`config.mk`:
```
export PLATFORM = sky130hd
export DESIGN_NAME = pipe_skid_stage
export DESIGN_NICKNAME = d
export VERILOG_FILES = /design/src/rtl/pipe_skid_stage.sv
export SDC_FILE = /design/constraint.sdc
export NUM_CORES = 1
export LEC_CHECK = 0
export CORE_MARGIN = 2
export CORE_UTILIZATION = 35
export CTS_CLUSTER_SIZE = 10
export DETAILED_ROUTE_END_ITERATION = 10
export GPL_TIMING_DRIVEN = 0
export PLACE_DENSITY = 0.64
export SETUP_SLACK_MARGIN = 0.3
export SLEW_MARGIN = 0
export SYNTH_ARGS = -nofsm -noshare
export SYNTH_HDL_FRONTEND = slang
export SYNTH_SLANG_ARGS = --single-unit
```
`constraint.sdc`:
```
create_clock -name clk -period 1.45 [get_ports clk]
set_input_delay 0.29 -clock clk [delete_from_list [all_inputs] [get_ports clk]]
set_output_delay 0.29 -clock clk [all_outputs]
set_load 0.05 [all_outputs]
```
`src/rtl/pipe_skid_stage.sv`:
```
// pipe_skid_stage: two-entry skid buffer between pipeline stages.
//   Holds up to two payloads (main drives out_data, skid catches the one
//   that arrives while downstream stalls). in_ready is decoded from
//   registered state only, so there is no combinational path from
//   out_ready to in_ready.
// Ports:
//   clk        - clock, all state changes on rising edge
//   reset      - synchronous active-low reset
//   flush      - synchronous discard of all held entries (main/skid -> 0)
//   in_valid   - upstream payload valid
//   in_ready   - stage can accept a payload this cycle
//   in_data    - upstream payload
//   out_valid  - out_data holds a valid payload
//   out_ready  - downstream accepts out_data (0 = stall)
//   out_data   - payload to downstream (main entry)
//   occupancy  - number of held entries (0..2)
//   stall_cnt  - saturating count of cycles with out_valid=1, out_ready=0
module pipe_skid_stage #(
  parameter int unsigned DATA_W = 96,
  parameter int unsigned CNT_W  = 16
) (
  input  logic              clk,
  input  logic              reset,
  input  logic              flush,
  input  logic              in_valid,
  output logic              in_ready,
  input  logic [DATA_W-1:0] in_data,
  output logic              out_valid,
  input  logic              out_ready,
  output logic [DATA_W-1:0] out_data,
  output logic [1:0]        occupancy,
  output logic [CNT_W-1:0]  stall_cnt
);

  typedef enum logic [1:0] {
    EMPTY = 2'd0,
    ONE   = 2'd1,
    FULL  = 2'd2
  } state_e;

  state_e             state_q, state_d;
  logic [DATA_W-1:0]  main_q, main_d;
  logic [DATA_W-1:0]  skid_q, skid_d;
  logic [CNT_W-1:0]   cnt_q, cnt_d;
  logic               in_xfer, out_xfer;

  // Handshake outputs are pure decodes of the registered state.
  assign in_ready  = (state_q != FULL);
  assign out_valid = (state_q != EMPTY);
  assign out_data  = main_q;
  assign occupancy = state_q;
  assign stall_cnt = cnt_q;

  assign in_xfer  = in_valid && in_ready;
  assign out_xfer = out_valid && out_ready;

  always_comb begin
    state_d = state_q;
    main_d  = main_q;
    skid_d  = skid_q;
    cnt_d   = cnt_q;

    case (state_q)
      EMPTY: begin
        if (in_xfer) begin
          state_d = ONE;
          main_d  = in_data;
        end
      end
      ONE: begin
        if (in_xfer && out_xfer) begin
          main_d = in_data;
        end else if (in_xfer) begin
          state_d = FULL;
          skid_d  = in_data;
        end else if (out_xfer) begin
          // Drain: main keeps its last value.
          state_d = EMPTY;
        end
      end
      FULL: begin
        if (out_xfer) begin
          state_d = ONE;
          main_d  = skid_q;
        end
      end
      default: state_d = EMPTY;
    endcase

    // Flush wins over any transfer in the same cycle.
    if (flush) begin
      state_d = EMPTY;
      main_d  = '0;
      skid_d  = '0;
    end

    // Stall counter ignores flush; saturates at all-ones.
    if (out_valid && !out_ready && (cnt_q != '1)) begin
      cnt_d = cnt_q + 1'b1;
    end
  end

  always_ff @(posedge clk) begin
    if (!reset) begin
      state_q <= EMPTY;
      main_q  <= '0;
      skid_q  <= '0;
      cnt_q   <= '0;
    end else begin
      state_q <= state_d;
      main_q  <= main_d;
      skid_q  <= skid_d;
      cnt_q   <= cnt_d;
    end
  end

endmodule

```
==> results of run 1 <==
worst paths after layout:
path	startpoint	to	slack [ns]
min	reset	stall_cnt[12]	0.21
max	occupancy[1]	in_ready	-0.35
max reg2reg	occupancy[0]	stall_cnt[12]	-0.26
min reg2reg	skid_q[43]	skid_q[43]	0.45
placed cells by master (no fill, tap or decap), drive strengths merged:
cell / synthesis / final
a21oi: 107 / 107
and3: 2 / 2
o311ai: 3 / 3
or2: 2 / 2
inv: 2 / 3
nor2b: 2 / 2
dlygate4sd2: 0 / 1
and4: 1 / 1
ha: 1 / 1
clkbuf: 46 / 89
buf: 32 / 214
a211oi: 97 / 97
nand4: 5 / 5
mux2i: 98 / 98
o21bai: 1 / 1
nor3: 1 / 1
nand3b: 1 / 1
dfxtp: 210 / 210
o21ai: 5 / 5
o211ai: 1 / 1
nor2: 98 / 98
diode: 0 / 1
clkdlybuf4s50: 0 / 98
o41ai: 3 / 3
and2: 1 / 1
o22a: 1 / 1
nand3: 6 / 6
o31ai: 6 / 6
o21ba: 1 / 1
nor4: 2 / 2
or4: 5 / 5
or3: 5 / 5
o31a: 1 / 1
o21a: 1 / 1
nand2: 205 / 205
nand2b: 4 / 4
o311a: 1 / 1
registers in the layout (all words and copies together) (netlist names):
signal	cells
stall_cnt	16
occupancy	2
out_data	96
skid_q	96
layer usage:
metal / share of wire (%) / GRT usage, % / vias to the layer above
met5: 0.10 / 0 / -
met2: 48 / 33.1 / 230
met3: 6.5 / 5.17 / 45
met1: 44 / 26.0 / 3862
met4: 1.9 / 5.28 / 4
li1: - / - / 3961
where the power goes:
| group | leakage [nW] | internal, mW | switching (mW) |
|---|---|---|---|
| clock | 0.332 | 3.18 | 2.35 |
| combinational | 3.84 | 1.13 | 1.26 |
| sequential | 1.76 | 5.92 | 0.139 |
kinds of logic (layout without fill, tap and decap cells):
| kind of cell | after synthesis | after routing | synth area share [%] |
|---|---|---|---|
| other | 0 | 1 | 0 |
| buffers and inverters | 80 | 405 | 4.09 |
| DFF | 210 | 210 | 50.2 |
| adders and majority gates | 1 | 1 | 0.149 |
| muxes | 98 | 98 | 11.7 |
| and+or+nand+nor | 340 | 340 | 16.6 |
| AOI/OAI and AO/OA | 228 | 228 | 17.3 |
worst reg2reg max path, stage by stage (launching register included):
cell	delay, ns
sky130_fd_sc_hd__dfxtp_4	0.36
sky130_fd_sc_hd__buf_4	0.11
sky130_fd_sc_hd__buf_6	0.08
sky130_fd_sc_hd__buf_6	0.09
sky130_fd_sc_hd__o21ba_4	0.19
sky130_fd_sc_hd__nand4_4	0.13
sky130_fd_sc_hd__buf_6	0.17
sky130_fd_sc_hd__buf_4	0.13
sky130_fd_sc_hd__o311a_1	0.33
layout make-up:
cell class              instances  area, µm²  area share (%)
repair buffers                288       3600            25.1
flip-flops and latches        210       4390            30.6
inverters                       2       7.51          0.0524
diodes                          1       2.50          0.0175
multi-input cells             667       4420            30.8
plain buffers                  78        831            5.80
clock buffers                  36        677            4.72
clock inverters                 1       8.76          0.0611
well taps                     319        399            2.78
repair_timing:
item,CTS,global route
pin swaps,23,90
setup endpoints to repair,326,326
gates cloned,1,18
buffers inserted,30,24
hold buffers,0,0
gates resized for setup,1051,191
==> run metrics, run 1 <==
final instance area=about 14,000 µm²; type of the setup path with the least slack=reg -> out; share of synthesized registers carrying an async set or reset=0%; required time at the worst-slack endpoint=1.16 ns; Buf+Inv Stages, Crit Path=4; biggest cell delay along the critical path=~0.43 ns; arrival time of data at the critical path endpoint=approximately 1.5 ns; Hold/Removal Path Class=in -> reg; power consumption=around 14 mW; number of nets still failing antenna checks after routing=0; via count of the first global-routing pass=roughly 7,400; number of standard cells in the final layout excluding fillers=1,602; share of the core filled with cells in the final layout=between 60 and 70%; first-pass GRT wire length=roughly 40 mm; number of synthesized register bits=210; final total negative setup slack=-20.94 ns; number of top-level pins=between 200 and 250; status=complete, but fails checks; number of failing hold endpoints at the final stage=0; critical path launch point type=register; cell area after technology mapping=8380 µm²; net count after synthesis=1,059; total wire length after detailed routing=28.4 mm; worst-skew pair later-pin latency=around 0.52 ns; Die ar.=25,200 µm²; most frequent cell after synthesis=sky130_fd_sc_hd__dfxtp_1; dpl ws=-0.738 ns; sequential fraction of the synthesis area=between 50% and 60%; Vert. Die Dim=approximately 160 µm; CTS H-tree depth=1; gr usage total=20.0%; mean cell area of the mapped netlist=between 8 and 9 µm²; final setup vio count=200; setup slack after layout=-0.349 ns; root buf cell=sky130_fd_sc_hd__clkbuf_16; unrepaired setup endpoints after global routing=yes; failing checks=negative setup slack; TritonCTS buffer count=25; Max-Cap Viols=0; x dimension of the die=about 160 µm; number of distinct library cells after synthesis=40; Tightest Pin Transition=about 0.58 ns; Post-DP HPWL=approximately 18 mm; critical-path cell with the highest stage delay=sky130_fd_sc_hd__dfxtp_4; largest net degree at the start of global routing=13; share of cells above drive strength 1=about two fifths; cell count of the worst hold path=2; critical-path maximum fanout=8; Nets=~1,400; vias post-DR=8,102; number of synthesized flops with an enable pin=0; starting utilization of the core area=35.7%; synthesized instance count=~960; clock-pin slew reported for the worst setup and hold paths after clock tree synthesis=around 0.060 ns; FF-to-FF path depth=8; area grow syn2layout=71.1%; final clock skew=0.00820 ns; worst slew slack as a fraction of its limit=61.0%; endpoint kind of the worst setup timing path=output pin; total DRC errors in the routed layout=0; crit-path cells=nand2b_4 -> buf_6 -> buf_12 -> buf_12 -> buf_12; list of most frequent post-synthesis cells=sky130_fd_sc_hd__dfxtp_1, sky130_fd_sc_hd__nand2_1, sky130_fd_sc_hd__a21oi_1; RePlAce Congestion=0.819; cell with the most instances on the worst path=sky130_fd_sc_hd__buf_12; IR drop worst, VDD=roughly 0.56 mV; Post-Place Cell Area=11,300 µm²; dominant synthesized flop cell=sky130_fd_sc_hd__dfxtp_1; standard cell core area=23,500 µm²; routed length per placed instance=around 18 µm; Layout fillers=a little under 2,000; crit share post-route=124%; leakage component of the power=just under 6 nW; DR iter-0 viols=361; antenna violations before repair=3; number of buffers between clock root and the deepest sink=3; Inst Count DP=roughly 1,500; post-DR vias/cell=~5.1; Pre-antenna DRT Iters=4; CTS sink count=210; time the worst path needs with I/O delays and setup=roughly 1.8 ns; dominant delay contributor by cell family on the critical path=buffers and inverters; warning count from the yosys run=0; post-synthesis cell type with the largest combined area=sky130_fd_sc_hd__dfxtp_1; stages on the worst setup path=5; share of the synthesized area in the top cell type=between 50% and 60%; power density over the cells=approximately 980 nW/µm²; total number of placement rows=56; WHS=slightly above 0.2 ns; input/output buffers=215; clock tree from TritonCTS=yes; max-slew violations=0; overflow left after global routing=0; leading cell types by total area after synthesis=sky130_fd_sc_hd__dfxtp_1, sky130_fd_sc_hd__mux2i_1, sky130_fd_sc_hd__nand2_1; f_max=around 560 MHz
No activity file was read; power rests on OpenSTA's default activity.
==> run 2: changes to the inputs <==
- CORE_UTILIZATION: 35 -> 30
- PLACE_DENSITY: 0.64 -> 0.57
==> run 2 against run 1 <==
  * The flow still finishes with violations (negative setup slack)
  * Clock power about the same
  * Hold slack worse by 0.023 ns
  * Highest routed layer is now met4
  * Sequential power about the same
  * Final cell count up 3.4%
  * Largest cell class unchanged
  * Critical endpoint unchanged
==> run metrics, run 2 (same netlist as run 1, synthesis figures left out) <==
status=complete, but fails checks (unchanged); failing checks=negative setup slack (unchanged); CTS H-tree depth=1 (unchanged); TritonCTS buffer count=25 (unchanged); via count of the first global-routing pass=7,494 (was 7,428); time the worst path needs with I/O delays and setup=1.77 ns (was 1.80 ns); Comb pwr share=17.3% (was 17.1%); Max-Cap Viols=0 (unchanged); type of the setup path with the least slack=reg -> out (unchanged); WHS=0.182 ns (was 0.205 ns); final setup vio count=208 (was 200); CTS sink count=210 (unchanged); critical path launch point type=register (unchanged); unrepaired setup endpoints after global routing=yes (unchanged); overflow left after global routing=0 (unchanged); Vert. Die Dim=171 µm (was 159 µm); number of failing hold endpoints at the final stage=0 (unchanged); largest net degree at the start of global routing=12 (was 13); area grow syn2layout=72.0% (was 71.1%); Nets=1,373 (was 1,374); Pre-antenna DRT Iters=4 (unchanged); antenna violations before repair=0 (was 3); number of top-level pins=217 (unchanged); startpoint of the lowest-slack register-to-register path=occupancy[0] (unchanged); P_sw=3.72 mW (was 3.75 mW); CP Launch Point=occupancy[0] (was occupancy[1]); arrival time of data at the critical path endpoint=1.48 ns (was 1.51 ns); number of nets still failing antenna checks after routing=0 (unchanged); number of inserted diodes=0 (was 1); share of cells above drive strength 1=37.7% (was 41.3%); required time at the worst-slack endpoint=1.16 ns (about the same); crit share post-route=122% (was 124%); post-DR vias/cell=4.87 (was 5.06); endpoint kind of the worst setup timing path=output pin (unchanged); hold path startpoint=out_ready (was reset); final clock skew=0.00620 ns (was 0.00820 ns); first-pass GRT wire length=41.0 mm (was 39.8 mm); total wire length after detailed routing=29.1 mm (was 28.4 mm); worst slew slack as a fraction of its limit=53.4% (was 61.0%); gr usage total=17.8% (was 20.0%); number of buffers between clock root and the deepest sink=3 (unchanged); clock-pin slew reported for the worst setup and hold paths after clock tree synthesis=0.06 ns (about the same); RePlAce Congestion=0.784 (was 0.819); max-slew violations=0 (unchanged); input/output buffers=215 (unchanged); total DRC errors in the routed layout=0 (unchanged); root buf cell=sky130_fd_sc_hd__clkbuf_16 (unchanged); standard cell core area=27,600 µm² (was 23,500 µm²); routed length per placed instance=17.6 µm (was 17.8 µm); Tightest Pin Transition=0.700 ns (was 0.581 ns); Post-DP HPWL=18.3 mm (was 17.6 mm); commonest non-fill, non-tap cell in the layout=sky130_fd_sc_hd__nand2_1 (unchanged); worst-skew pair later-pin latency=0.51 ns (was 0.52 ns); setup slack of the worst register-to-register path=-0.28 ns (was -0.26 ns); power share of the clock group=39.6% (about the same); Layout fillers=2,487 (was 1,949); portion of total power attributed to sequential cells=43.1% (was 43.3%); starting utilization of the core area=30.3% (was 35.7%); setup slack after layout=-0.317 ns (was -0.349 ns); DR iter-0 viols=352 (was 361); x dimension of the die=171 µm (was 159 µm); commonest cells after routing, fill and taps aside=sky130_fd_sc_hd__nand2_1, sky130_fd_sc_hd__buf_8, sky130_fd_sc_hd__mux2i_1, sky130_fd_sc_hd__clkdlybuf4s50_1, sky130_fd_sc_hd__nor2_1 (was sky130_fd_sc_hd__nand2_1, sky130_fd_sc_hd__buf_8, sky130_fd_sc_hd__a21oi_1, sky130_fd_sc_hd__clkdlybuf4s50_1); leakage component of the power=5.98 nW (was 5.93 nW); final total negative setup slack=-34.67 ns (was -20.94 ns); clock tree from TritonCTS=yes (unchanged); switching part of the total power=26.5% (was 26.8%); post-cts hold buffer count=0 (unchanged); power density over the cells=973 nW/µm² (was 975 nW/µm²); Die ar.=29,300 µm² (was 25,200 µm²); vias post-DR=8,066 (was 8,102); critical-path maximum fanout=3 (was 8); Hold/Removal Path Class=in -> reg (unchanged); f_max=566 MHz (was 556 MHz); IR drop worst, VDD=0.664 mV (was 0.555 mV); total number of placement rows=61 (was 56); internal power=10.3 mW (was 10.2 mW)
-- run 2: cell count changes in the layout (fill, tap and decap cells not counted), sizes merged --
cell,previous run,this run
dlymetal6s2s,0,1
inv,3,2
clkbuf,89,92
diode,1,0
dlygate4sd2,1,0
buf,214,209
-- run 2: power by group through the flow --
| stage | clock [mW] | combinational, mW | sequential [mW] |
|---|---|---|---|
| after detailed placement | 0 | 1.81 | 6.11 |
| final | 5.55 | 2.43 | 6.04 |
| after floorplan | 0 | 0.586 | 6.53 |
| after global routing | 5.94 | 2.56 | 6.06 |
| after global placement | 0 | 1.81 | 6.10 |
| after CTS | 5.67 | 2.01 | 6.04 |
-- run 2: worst paths after layout --
kind / endpoint / cells past startpoint
max reg2reg: out_data[19] / 7
min reg2reg: skid_q[3] / 2
max: in_ready / 5
min: occupancy[1] / 2
-- run 2: per-layer routing --
layer  share of wire [%]  vias up  GRT usage, %
met5                   0        -             0
met4                 2.3        0          4.90
met3                 5.5       34          3.61
met2                  47      231          29.0
met1                  45     3826          23.8
li1                    -     3975             -
-- run 2: critical path: stages, from the launching register on --
cell                       delay, ns
sky130_fd_sc_hd__dfxtp_4        0.34
sky130_fd_sc_hd__nand2b_4       0.13
sky130_fd_sc_hd__buf_6          0.12
sky130_fd_sc_hd__buf_12         0.11
sky130_fd_sc_hd__buf_12         0.12
sky130_fd_sc_hd__buf_12         0.14
-- run 2: final cells by class --
class	count	area [µm²]	area share [%]
Buffer	78	870	6.04
Clock buffer	35	683	4.74
Inverter	2	7.51	0.0521
Multi-Input combinational cell	667	4250	29.5
Sequential cell	210	4390	30.5
Tap cell	378	473	3.28
Timing Repair Buffer	287	3720	25.8
-- run 2: timing repair --
action                     4_1_cts  5_1_grt
buffers inserted                25       20
cloned                           1       26
gates resized for setup       1049      156
setup endpoints to repair      326      326
pin swaps                        6       61
-- run 2: metrics by stage --
| step | area [µm²] | cells | total power [mW] | setup WS [ns] | utilization [%] |
|---|---|---|---|---|---|
| floorplan | 8760 | 957 | 7.12 | -0.106 | - |
| global placement | 11400 | 1550 | 7.92 | -0.744 | 41.2 |
| detailed placement | 11400 | 1550 | 7.92 | -0.745 | 41.2 |
| CTS | 13000 | 1611 | 13.7 | -0.340 | 47.2 |
| global route | 14400 | 1657 | 14.6 | -0.350 | 52.1 |
| finish | 14400 | 1657 | 14.0 | -0.317 | 52.1 |
